`src/rtl/uart_ram_loader.sv`:
```
// -----------------------------------------------------------------------------
// uart_ram_loader
//
// Serial program loader that acts as the write-side initiator for a dual-port
// generic_ram. It receives a framed image over UART 8N1, writes the payload
// into RAM starting at LOAD_BASE, and holds the 6502 core off while a load is
// in progress. It flags success or failure using a checksum plus frame and
// timeout checks.
//
// Frame on the wire: 0xA5, LEN_HI, LEN_LO, LEN data bytes, CSUM.
// CSUM is the sum of the data bytes modulo 256.
//
// Ports
//   clk        in   1           system clock; also drives the generic_ram wclk
//   rst        in   1           asynchronous, active-high reset
//   rx         in   1           UART receive line; idle high; asynchronous to clk
//   ram_waddr  out  ADDR_WIDTH  RAM write address; held while ram_we is low
//   ram_din    out  DATA_WIDTH  RAM write data; held while ram_we is low
//   ram_we     out  1           single-cycle write pulse per data byte
//   cpu_hold   out  1           high while a frame is being loaded
//   load_done  out  1           sticky: last frame loaded with a correct checksum
//   load_err   out  1           sticky: last frame aborted (checksum/frame/timeout)
//
// Both FSMs keep their state in the typed signals rx_state and ld_state.
// These are the points where checkers bind.
// -----------------------------------------------------------------------------
module uart_ram_loader #(
    parameter int                    ADDR_WIDTH   = 16,
    parameter int                    DATA_WIDTH   = 8,
    parameter logic [ADDR_WIDTH-1:0] LOAD_BASE    = ADDR_WIDTH'(16'h0600),
    parameter int                    CLK_DIV      = 104,
    parameter int                    TIMEOUT_BITS = 32
) (
    input  logic                  clk,
    input  logic                  rst,
    input  logic                  rx,
    output logic [ADDR_WIDTH-1:0] ram_waddr,
    output logic [DATA_WIDTH-1:0] ram_din,
    output logic                  ram_we,
    output logic                  cpu_hold,
    output logic                  load_done,
    output logic                  load_err
);

    localparam int DIV_W    = $clog2(CLK_DIV);
    localparam int HALF     = CLK_DIV / 2;
    localparam int TO_LIMIT = TIMEOUT_BITS * CLK_DIV;
    localparam int TO_W     = $clog2(TO_LIMIT + 1);

    typedef enum logic [1:0] {
        RX_IDLE,
        RX_START,
        RX_DATA,
        RX_STOP
    } rx_state_t;

    typedef enum logic [2:0] {
        L_IDLE,
        L_LEN_HI,
        L_LEN_LO,
        L_DATA,
        L_CSUM
    } ld_state_t;

    // -------------------------------------------------------------------------
    // rx synchroniser and falling-edge detect. All stages are preset to 1 so
    // that a reset never shows up as a start bit.
    // -------------------------------------------------------------------------
    logic rx_meta;
    logic rx_sync;
    logic rx_prev;
    logic rx_fall;

    always_ff @(posedge clk or posedge rst) begin
        if (rst) begin
            rx_meta <= 1'b1;
            rx_sync <= 1'b1;
            rx_prev <= 1'b1;
        end else begin
            rx_meta <= rx;
            rx_sync <= rx_meta;
            rx_prev <= rx_sync;
        end
    end

    assign rx_fall = rx_prev & ~rx_sync;

    // -------------------------------------------------------------------------
    // UART receiver
    //
    // Handshake towards the loader: byte_vld is a one-cycle strobe with no
    // ready. rx_byte is valid in the strobe cycle and stays stable until the
    // first data bit of the next byte is shifted in. frame_err is a one-cycle
    // strobe and is mutually exclusive with byte_vld. Both strobes fire in the
    // cycle after the stop-bit sample.
    // -------------------------------------------------------------------------
    rx_state_t        rx_state;
    rx_state_t        rx_state_nx;
    logic [DIV_W-1:0] div_cnt;
    logic [2:0]       bit_cnt;
    logic [7:0]       rx_byte;
    logic             byte_vld;
    logic             frame_err;

    logic             div_half;
    logic             div_full;
    logic             start_smp;
    logic             data_smp;
    logic             stop_smp;
    logic             div_clr;

    assign div_half = (div_cnt == DIV_W'(HALF - 1));
    assign div_full = (div_cnt == DIV_W'(CLK_DIV - 1));

    always_ff @(posedge clk or posedge rst) begin
        if (rst) rx_state <= RX_IDLE;
        else     rx_state <= rx_state_nx;
    end

    always_comb begin
        rx_state_nx = rx_state;
        unique case (rx_state)
            RX_IDLE:  if (rx_fall) rx_state_nx = RX_START;
            // A start bit that is already high again at mid-bit is a glitch.
            // Go back to watching the idle line; this is not an error.
            RX_START: if (div_half) rx_state_nx = rx_sync ? RX_IDLE : RX_DATA;
            RX_DATA:  if (div_full && bit_cnt == 3'd7) rx_state_nx = RX_STOP;
            RX_STOP:  if (div_full) rx_state_nx = RX_IDLE;
            default:  rx_state_nx = RX_IDLE;
        endcase
    end

    always_comb begin
        start_smp = (rx_state == RX_START) && div_half;
        data_smp  = (rx_state == RX_DATA)  && div_full;
        stop_smp  = (rx_state == RX_STOP)  && div_full;
        // The counter sits at zero while idle. Each sample point restarts it,
        // so the next sample lands one full bit later at the bit centre.
        div_clr   = (rx_state == RX_IDLE) || start_smp || data_smp || stop_smp;
    end

    always_ff @(posedge clk or posedge rst) begin
        if (rst) begin
            div_cnt   <= '0;
            bit_cnt   <= '0;
            rx_byte   <= '0;
            byte_vld  <= 1'b0;
            frame_err <= 1'b0;
        end else begin
            div_cnt   <= div_clr ? '0 : div_cnt + DIV_W'(1);
            if (start_smp) bit_cnt <= '0;
            else if (data_smp) bit_cnt <= bit_cnt + 3'd1;
            if (data_smp) rx_byte <= {rx_sync, rx_byte[7:1]};
            byte_vld  <= stop_smp &  rx_sync;
            frame_err <= stop_smp & ~rx_sync;
        end
    end

    // -------------------------------------------------------------------------
    // Inter-byte timeout. This counts clk cycles during which the receiver is
    // idle while a frame is open. It restarts whenever a start bit is being
    // received.
    // -------------------------------------------------------------------------
    logic [TO_W-1:0] to_cnt;
    logic            timeout;
    ld_state_t       ld_state;
    ld_state_t       ld_state_nx;

    always_ff @(posedge clk or posedge rst) begin
        if (rst) begin
            to_cnt <= '0;
        end else if (ld_state == L_IDLE || rx_state != RX_IDLE) begin
            to_cnt <= '0;
        end else begin
            to_cnt <= to_cnt + TO_W'(1);
        end
    end

    assign timeout = (ld_state != L_IDLE) && (rx_state == RX_IDLE) &&
                     (to_cnt == TO_W'(TO_LIMIT - 1));

    // -------------------------------------------------------------------------
    // Frame loader FSM
    // -------------------------------------------------------------------------
    logic [7:0]  len_hi;
    logic [15:0] len;
    logic [15:0] index;
    logic [7:0]  sum;

    logic        start_frame;
    logic        len_hi_ld;
    logic        len_lo_ld;
    logic        data_wr;
    logic        done_set;
    logic        err_set;
    logic        abort;

    always_ff @(posedge clk or posedge rst) begin
        if (rst) ld_state <= L_IDLE;
        else     ld_state <= ld_state_nx;
    end

    always_comb begin
        ld_state_nx = ld_state;
        unique case (ld_state)
            L_IDLE:   if (byte_vld && rx_byte == 8'hA5) ld_state_nx = L_LEN_HI;
            L_LEN_HI: if (byte_vld) ld_state_nx = L_LEN_LO;
            L_LEN_LO: if (byte_vld)
                          ld_state_nx = ({len_hi, rx_byte} == 16'd0) ? L_CSUM : L_DATA;
            L_DATA:   if (byte_vld && (index + 16'd1) == len) ld_state_nx = L_CSUM;
            L_CSUM:   if (byte_vld) ld_state_nx = L_IDLE;
            default:  ld_state_nx = L_IDLE;
        endcase
        // Frame errors and timeouts abort any open frame. In IDLE they are
        // ignored.
        if (ld_state != L_IDLE && (frame_err || timeout)) ld_state_nx = L_IDLE;
    end

    always_comb begin
        abort       = (ld_state != L_IDLE) && (frame_err || timeout);
        start_frame = (ld_state == L_IDLE)   && byte_vld && (rx_byte == 8'hA5);
        len_hi_ld   = (ld_state == L_LEN_HI) && byte_vld;
        len_lo_ld   = (ld_state == L_LEN_LO) && byte_vld;
        data_wr     = (ld_state == L_DATA)   && byte_vld;
        done_set    = (ld_state == L_CSUM)   && byte_vld && (rx_byte == sum);
        err_set     = ((ld_state == L_CSUM)  && byte_vld && (rx_byte != sum)) || abort;
        cpu_hold    = (ld_state != L_IDLE);
    end

    always_ff @(posedge clk or posedge rst) begin
        if (rst) begin
            ram_waddr <= '0;
            ram_din   <= '0;
            ram_we    <= 1'b0;
            load_done <= 1'b0;
            load_err  <= 1'b0;
            len_hi    <= '0;
            len       <= '0;
            index     <= '0;
            sum       <= '0;
        end else begin
            ram_we <= data_wr;
            if (start_frame) begin
                index     <= '0;
                sum       <= '0;
                load_done <= 1'b0;
                load_err  <= 1'b0;
            end
            if (len_hi_ld) len_hi <= rx_byte;
            if (len_lo_ld) len    <= {len_hi, rx_byte};
            if (data_wr) begin
                // The address wraps modulo 2**ADDR_WIDTH past the top of RAM.
                ram_waddr <= LOAD_BASE + ADDR_WIDTH'(index);
                ram_din   <= DATA_WIDTH'(rx_byte);
                index     <= index + 16'd1;
                sum       <= sum + rx_byte;
            end
            if (done_set) load_done <= 1'b1;
            if (err_set)  load_err  <= 1'b1;
        end
    end

endmodule

```
`config.mk`:
```
export PLATFORM = sky130hd
export DESIGN_NAME = uart_ram_loader
export DESIGN_NICKNAME = d
export VERILOG_FILES = /design/src/rtl/uart_ram_loader.sv
export SDC_FILE = /design/constraint.sdc
export NUM_CORES = 1
export LEC_CHECK = 0
export ABC_CLOCK_PERIOD_IN_PS = 5250
export BUFFER_PORTS_ARGS = -buffer_cell sky130_fd_sc_hd__buf_2
export CAP_MARGIN = 25
export CORE_MARGIN = 3
export CORE_UTILIZATION = 40
export CTS_BUF_LIST = sky130_fd_sc_hd__clkbuf_16
export DETAILED_ROUTE_END_ITERATION = 12
export HOLD_SLACK_MARGIN = 0.12
export MAX_ROUTING_LAYER = met4
export PLACE_DENSITY_LB_ADDON = 0.05
export SYNTH_ARGS = -nofsm -noshare
export SYNTH_HDL_FRONTEND = slang
export SYNTH_SLANG_ARGS = --single-unit
```
`constraint.sdc`:
```
create_clock -name clk -period 5.25 [get_ports clk]
set_clock_uncertainty 0.2 [all_clocks]
set_input_delay 0.525 -clock clk [delete_from_list [all_inputs] [get_ports clk]]
set_output_delay 0.525 -clock clk [all_outputs]
set_load 0.05 [all_outputs]
```
# Word level (Yosys, flattened, before mapping)
# Cells that the tools add are included.
# word_totals
register_bits	115
latch_bits	0
ramBits	0
rom_bits	0
out_inout_bits	28
memories	0
# op_classes
n_addsub	6
n_mul	0
div_mod_pow	0
n_lt_le_gt_ge	0
n_eq_ne	24
n_shift	0
n_mux	25
bitwise	4
n_reduce_logical	34
# op_table
operator	count
$mux 16	2
$mux 3	9
$logic_and 1x1->1	17
$add 11x16->16 const A	1
$add 16x1->16 const B	1
$eq 16x16->1	1
$logic_not 16->1	1
$mux 8	2
$pmux 3 s5	1
$add 12x1->12 const B	1
$eq 12x12->1 const B	1
$mux 12	1
$ne 3x3->1 const B	4
$mux 2	5
$reduce_bool 2->1	5
$add 8x8->8	1
$eq 8x8->1	1
$eq 8x8->1 const B	1
$ne 2x2->1 const B	4
$ne 8x8->1	1
$pmux 2 s4	1
$add 7x1->7 const B	1
$eq 7x6->1 const B	1
$eq 7x7->1 const B	1
other kinds (17)	29

# Logic depth before layout (Yosys ltp)
# depth
ltp_word	7
ltp_mapped	8
mapped_depth_nobuf	8

# Worst setup path after synthesis
# No wires, ideal clock.
# synth_path
kind	register to register
startpoint	register index[1]
endpoint	register ld_state[1]
arrival_time_ps	2136
setup_slack_ps	2770
stages_incl_launch_ff	9
path_buffers	1
synth_period_minus_slack_ps	2480
cell_sequence	dfrtp_1 > ha_1 > nand3_1 > buf_2 > nor4_1 > xnor2_1 > o2111ai_1 > a2111oi_2 > a21oi_1
# synth_between
elab_chain_cells	5
# synth_rtl
element	line	source
from (decl)	187	logic [15:0] index;
from (signal assigned)	255	index <= index + 16'd1;
$add 16x1->16	210	L_DATA: if (byte_vld && (index + 16'd1) == len) ld_state_nx = L_CSUM;
$eq 16x16->1	210	
$logic_and 1x1->1	210	
$ne 3x3->1 (no source line)	-	
$reduce_and 5->1 (no source line)	-	
to (signal assigned)	200	else ld_state <= ld_state_nx;
to (decl)	166	ld_state_t ld_state;
# Every way passes these cells.
# A chain may end at the register's enable or synchronous reset.

# Final worst setup path
# layout_path
startpoint	register index[0]
endpoint	register ld_state[1]
# Same word-level chain as after synthesis.

==> flow_summary.json <==
{
  "num_vias": 4244,
  "cellPowerDensity_mw_per_mm2": 351.1,
  "total_power_w": 0.002381,
  "antenna_found_initial": 0,
  "slowest_stage_delay_cp_ns": 0.56,
  "die_h_um": 126.3,
  "cp_cell_sequence": "ha_1, nand3_1, or3_4, o31ai_2, o2111ai_1, a2111oi_2, a21oi_1",
  "cts.repair.resized": 0,
  "portBuffers": 30,
  "post_synth_instance_area_mm2": 0.005784,
  "wire_length_of_the_first_global_routing_pass_um": 21820,
  "initial_standard_cell_utilization_of_the_core_pct": 41.35,
  "synth_edf_count": 0,
  "final_core_utilization_pct": 48.48,
  "timing.max_cap.violations": 0,
  "cts-buffers-inserted": 17,
  "ys_warn_count": 0,
  "ys_async_sr_fraction_pct": 100.0,
  "final_max_slew_viol_count": 0,
  "cp.buffers_inverters": 0,
  "worst-endpoint-arrival_ns": 3.12,
  "max_slew.worst_pin.slew_ns": 0.6867,
  "postSynthNetCount": 597,
  "achievable-frequency_mhz": 326.6,
  "placement_stage_cell_area_mm2": 0.006062,
  "tritoncts_clock_tree": "done",
  "status": "complete, no violations",
  "detail_route.wirelength_um": 12770,
  "peakVddDrop_mv": 0.2803,
  "globalRouteTotalUtil_pct": 17.65,
  "cts.reportedPaths.clkPinSlew_ns": 0.05,
  "critical_path.endpoint": "ld_state[1]",
  "grt_max_degree": 82,
  "yosysTopAreaCellShare_pct": 48.45,
  "post-route-period-util_pct": 58.33,
  "worst_slew_margin_rel_pct": 54.05,
  "worst_setup_slack_for_register_to_register_paths_ns": 2.19,
  "synthFlopType": "dfrtp_1",
  "diodes": 0,
  "clock_sink_count": 115,
  "drc_errors": 0,
  "ant_nets": 0,
  "chipWidth_um": 126.3,
  "criticalPathCategory": "reg -> reg",
  "synth.yosys.seq_area_share_pct": 49.82,
  "clk_latency_ns": 0.41,
  "critPathCaptureType": "flip-flop",
  "place.gp.congestion": 0.8428,
  "stdcell_area_mm2": 0.006782,
  "syn_avg_cell_area_um2": 9.990,
  "synth-seq-cells": 115,
  "grt_setup_unrepaired": "false",
  "layout-drive-gt1-share_pct": 18.42,
  "total_leakage_power_nw": 3.243,
  "cts_hold_repair.buffers": 1,
  "synth.distinct_cells": 61,
  "route.detailed.wl_per_inst_um": 15.98,
  "clock-root-buffer": "clkbuf_16",
  "syn_to_final_growth_pct": 17.24,
  "critical-path-slowest-cell": "a2111oi_2",
  "synthCells": 579,
  "required_ns": 5.31,
  "detailedPlacementHpwl_um": 8408,
  "design.final.nets": 624,
  "total_negative_slack_ns": 0,
  "setup.worst_path.start": "index[0]",
  "report.final.setup_viol": 0,
  "worstReg2RegStart": "index[0]",
  "timing_hold_violations_final": 0,
  "worst-path-max-fanout": 11,
  "worst-path-stages": 7,
  "hold_path.class": "reg -> reg",
  "number_of_global_route_vias_before_repair": 4239,
  "postCtsSetupRepairBufs": 0,
  "boundaryPins": 31,
  "synth_area_leader_cell": "dfrtp_1",
  "regToRegEndpoint": "ld_state[1]",
  "worst_case_reg_to_reg_path_depth": 7,
  "post_drt_via_cell_ratio": 5.312,
  "critical_path.top_delay_family": "compound AO/OA/AOI/OAI gates",
  "cts_htree_levels": 4,
  "netlist_top_cells_area": "dfrtp_1 (48%), mux2_2 (6.0%), nand2_1 (5.7%)",
  "die-area_mm2": 0.01594,
  "firstDrtPassIters": 5,
  "min_period_ns": 3.062,
  "grt_overflow_total": 0,
  "floorplan.rows": 43,
  "coreArea_mm2": 0.01399,
  "dr.first_iter.drc_count": 378,
  "critical_path.startpoint_type": "flip-flop",
  "clock_tree.buffer_depth": 2
}
## Yosys cell counts (6+ instances only)
library cell and count:
nand4_1 11, nand2_1 88, inv_1 13, xnor2_1 21
xor2_1 26, and2_1 6, clkbuf_1 17, mux2_2 31
o22ai_1 6, and3_1 7, o21ai_0 35, buf_2 9
o31ai_1 6, dfrtp_1 112, nand3_1 18, nor2_1 54
ha_1 14, nor4_1 8, a21oi_1 20
## final cells by class
cell class,count,area [µm²]
fillers,1329,7207
flip-flops and latches,115,2882
repair buffers,40,250.2
well taps,180,225.2
clock buffers,17,425.4
inverters,14,55.05
clock inverters,15,239.0
multi-input cells,418,2705
## layout by cell type (no fill, tap or decap), drive strengths merged, types with 4 or more instances in the layout
| master | Yosys | routed |
|---|---|---|
| nand4 | 11 | 11 |
| ha | 14 | 14 |
| nor3 | 5 | 5 |
| nor2 | 54 | 54 |
| mux2 | 31 | 31 |
| dfrtp | 112 | 112 |
| clkinv | 1 | 7 |
| bufinv | 0 | 6 |
| and3 | 7 | 7 |
| o31ai | 7 | 7 |
| and4 | 4 | 4 |
| and2 | 6 | 6 |
| a21oi | 20 | 20 |
| nor4 | 9 | 9 |
| nand3 | 19 | 19 |
| buf | 15 | 38 |
| o22ai | 6 | 6 |
| nand2 | 89 | 89 |
| xor2 | 26 | 26 |
| o21ai | 35 | 35 |
| o211ai | 4 | 4 |
| clkbuf | 17 | 17 |
| nor2b | 5 | 5 |
| inv | 13 | 14 |
| xnor2 | 21 | 21 |
## worst min-delay path by stage
stage | start | to | slack [ns] | cells past startpoint
final | rx_meta | rx_sync | 0.15 | 0
after global routing | rx_meta | rx_sync | 0.16 | 0
after CTS | rx_meta | rx_sync | 0.16 | 0
after detailed placement | rx_meta | rx_sync | 0.15 | 0
after global placement | rx_meta | rx_sync | 0.15 | 0
after floorplan | rx_meta | rx_sync | 0.15 | 0
## flip-flops by register name, indices dropped and copies added (netlist names), 3 cells and up, named ones only
| register | flops |
|---|---|
| div_cnt | 7 |
| len_hi | 8 |
| len | 16 |
| ram_din | 8 |
| index | 16 |
| rx_byte | 8 |
| to_cnt | 12 |
| sum | 8 |
| bit_cnt | 3 |
| ram_waddr | 16 |
| ld_state | 3 |
## power breakdown
part | internal [W] | switching, W
registers | 0.000923 | 0.0000389
logic | 0.0000514 | 0.0000717
clock network | 0.000886 | 0.000410
## per-layer routing
metal	track usage (%)	share of wire, %	wire length [µm]	vias to the layer above
met2	26.01	45	5749	70
met4	5.489	1.5	186	0
li1	-	-	-	2093
met3	5.089	3.5	444	18
met5	-	0	0	-
met1	23.69	50	6392	2063
## logic make-up (layout without fill, tap and decap cells)
logic type | Yosys count | after routing | share of synthesized area, %
xor gates and xnor gates | 47 | 47 | 7.117
adders and majority gates | 15 | 15 | 3.374
buffers and inverters | 46 | 86 | 3.504
AOI/OAI and AO/OA | 102 | 102 | 11.53
and+or+nand+nor | 220 | 220 | 18.11
muxes | 34 | 34 | 6.554
DFF | 115 | 115 | 49.82
## stage by stage
step,worst slack [ns],hold slack (ns),cells
after floorplan,1.486,0.1452,579
after global placement,2.329,0.1457,763
after detailed placement,2.204,0.1473,763
after CTS,2.185,0.1555,796
after global routing,1.942,0.1638,799
final,2.188,0.1547,799
(Power assumes the default switching activity.)
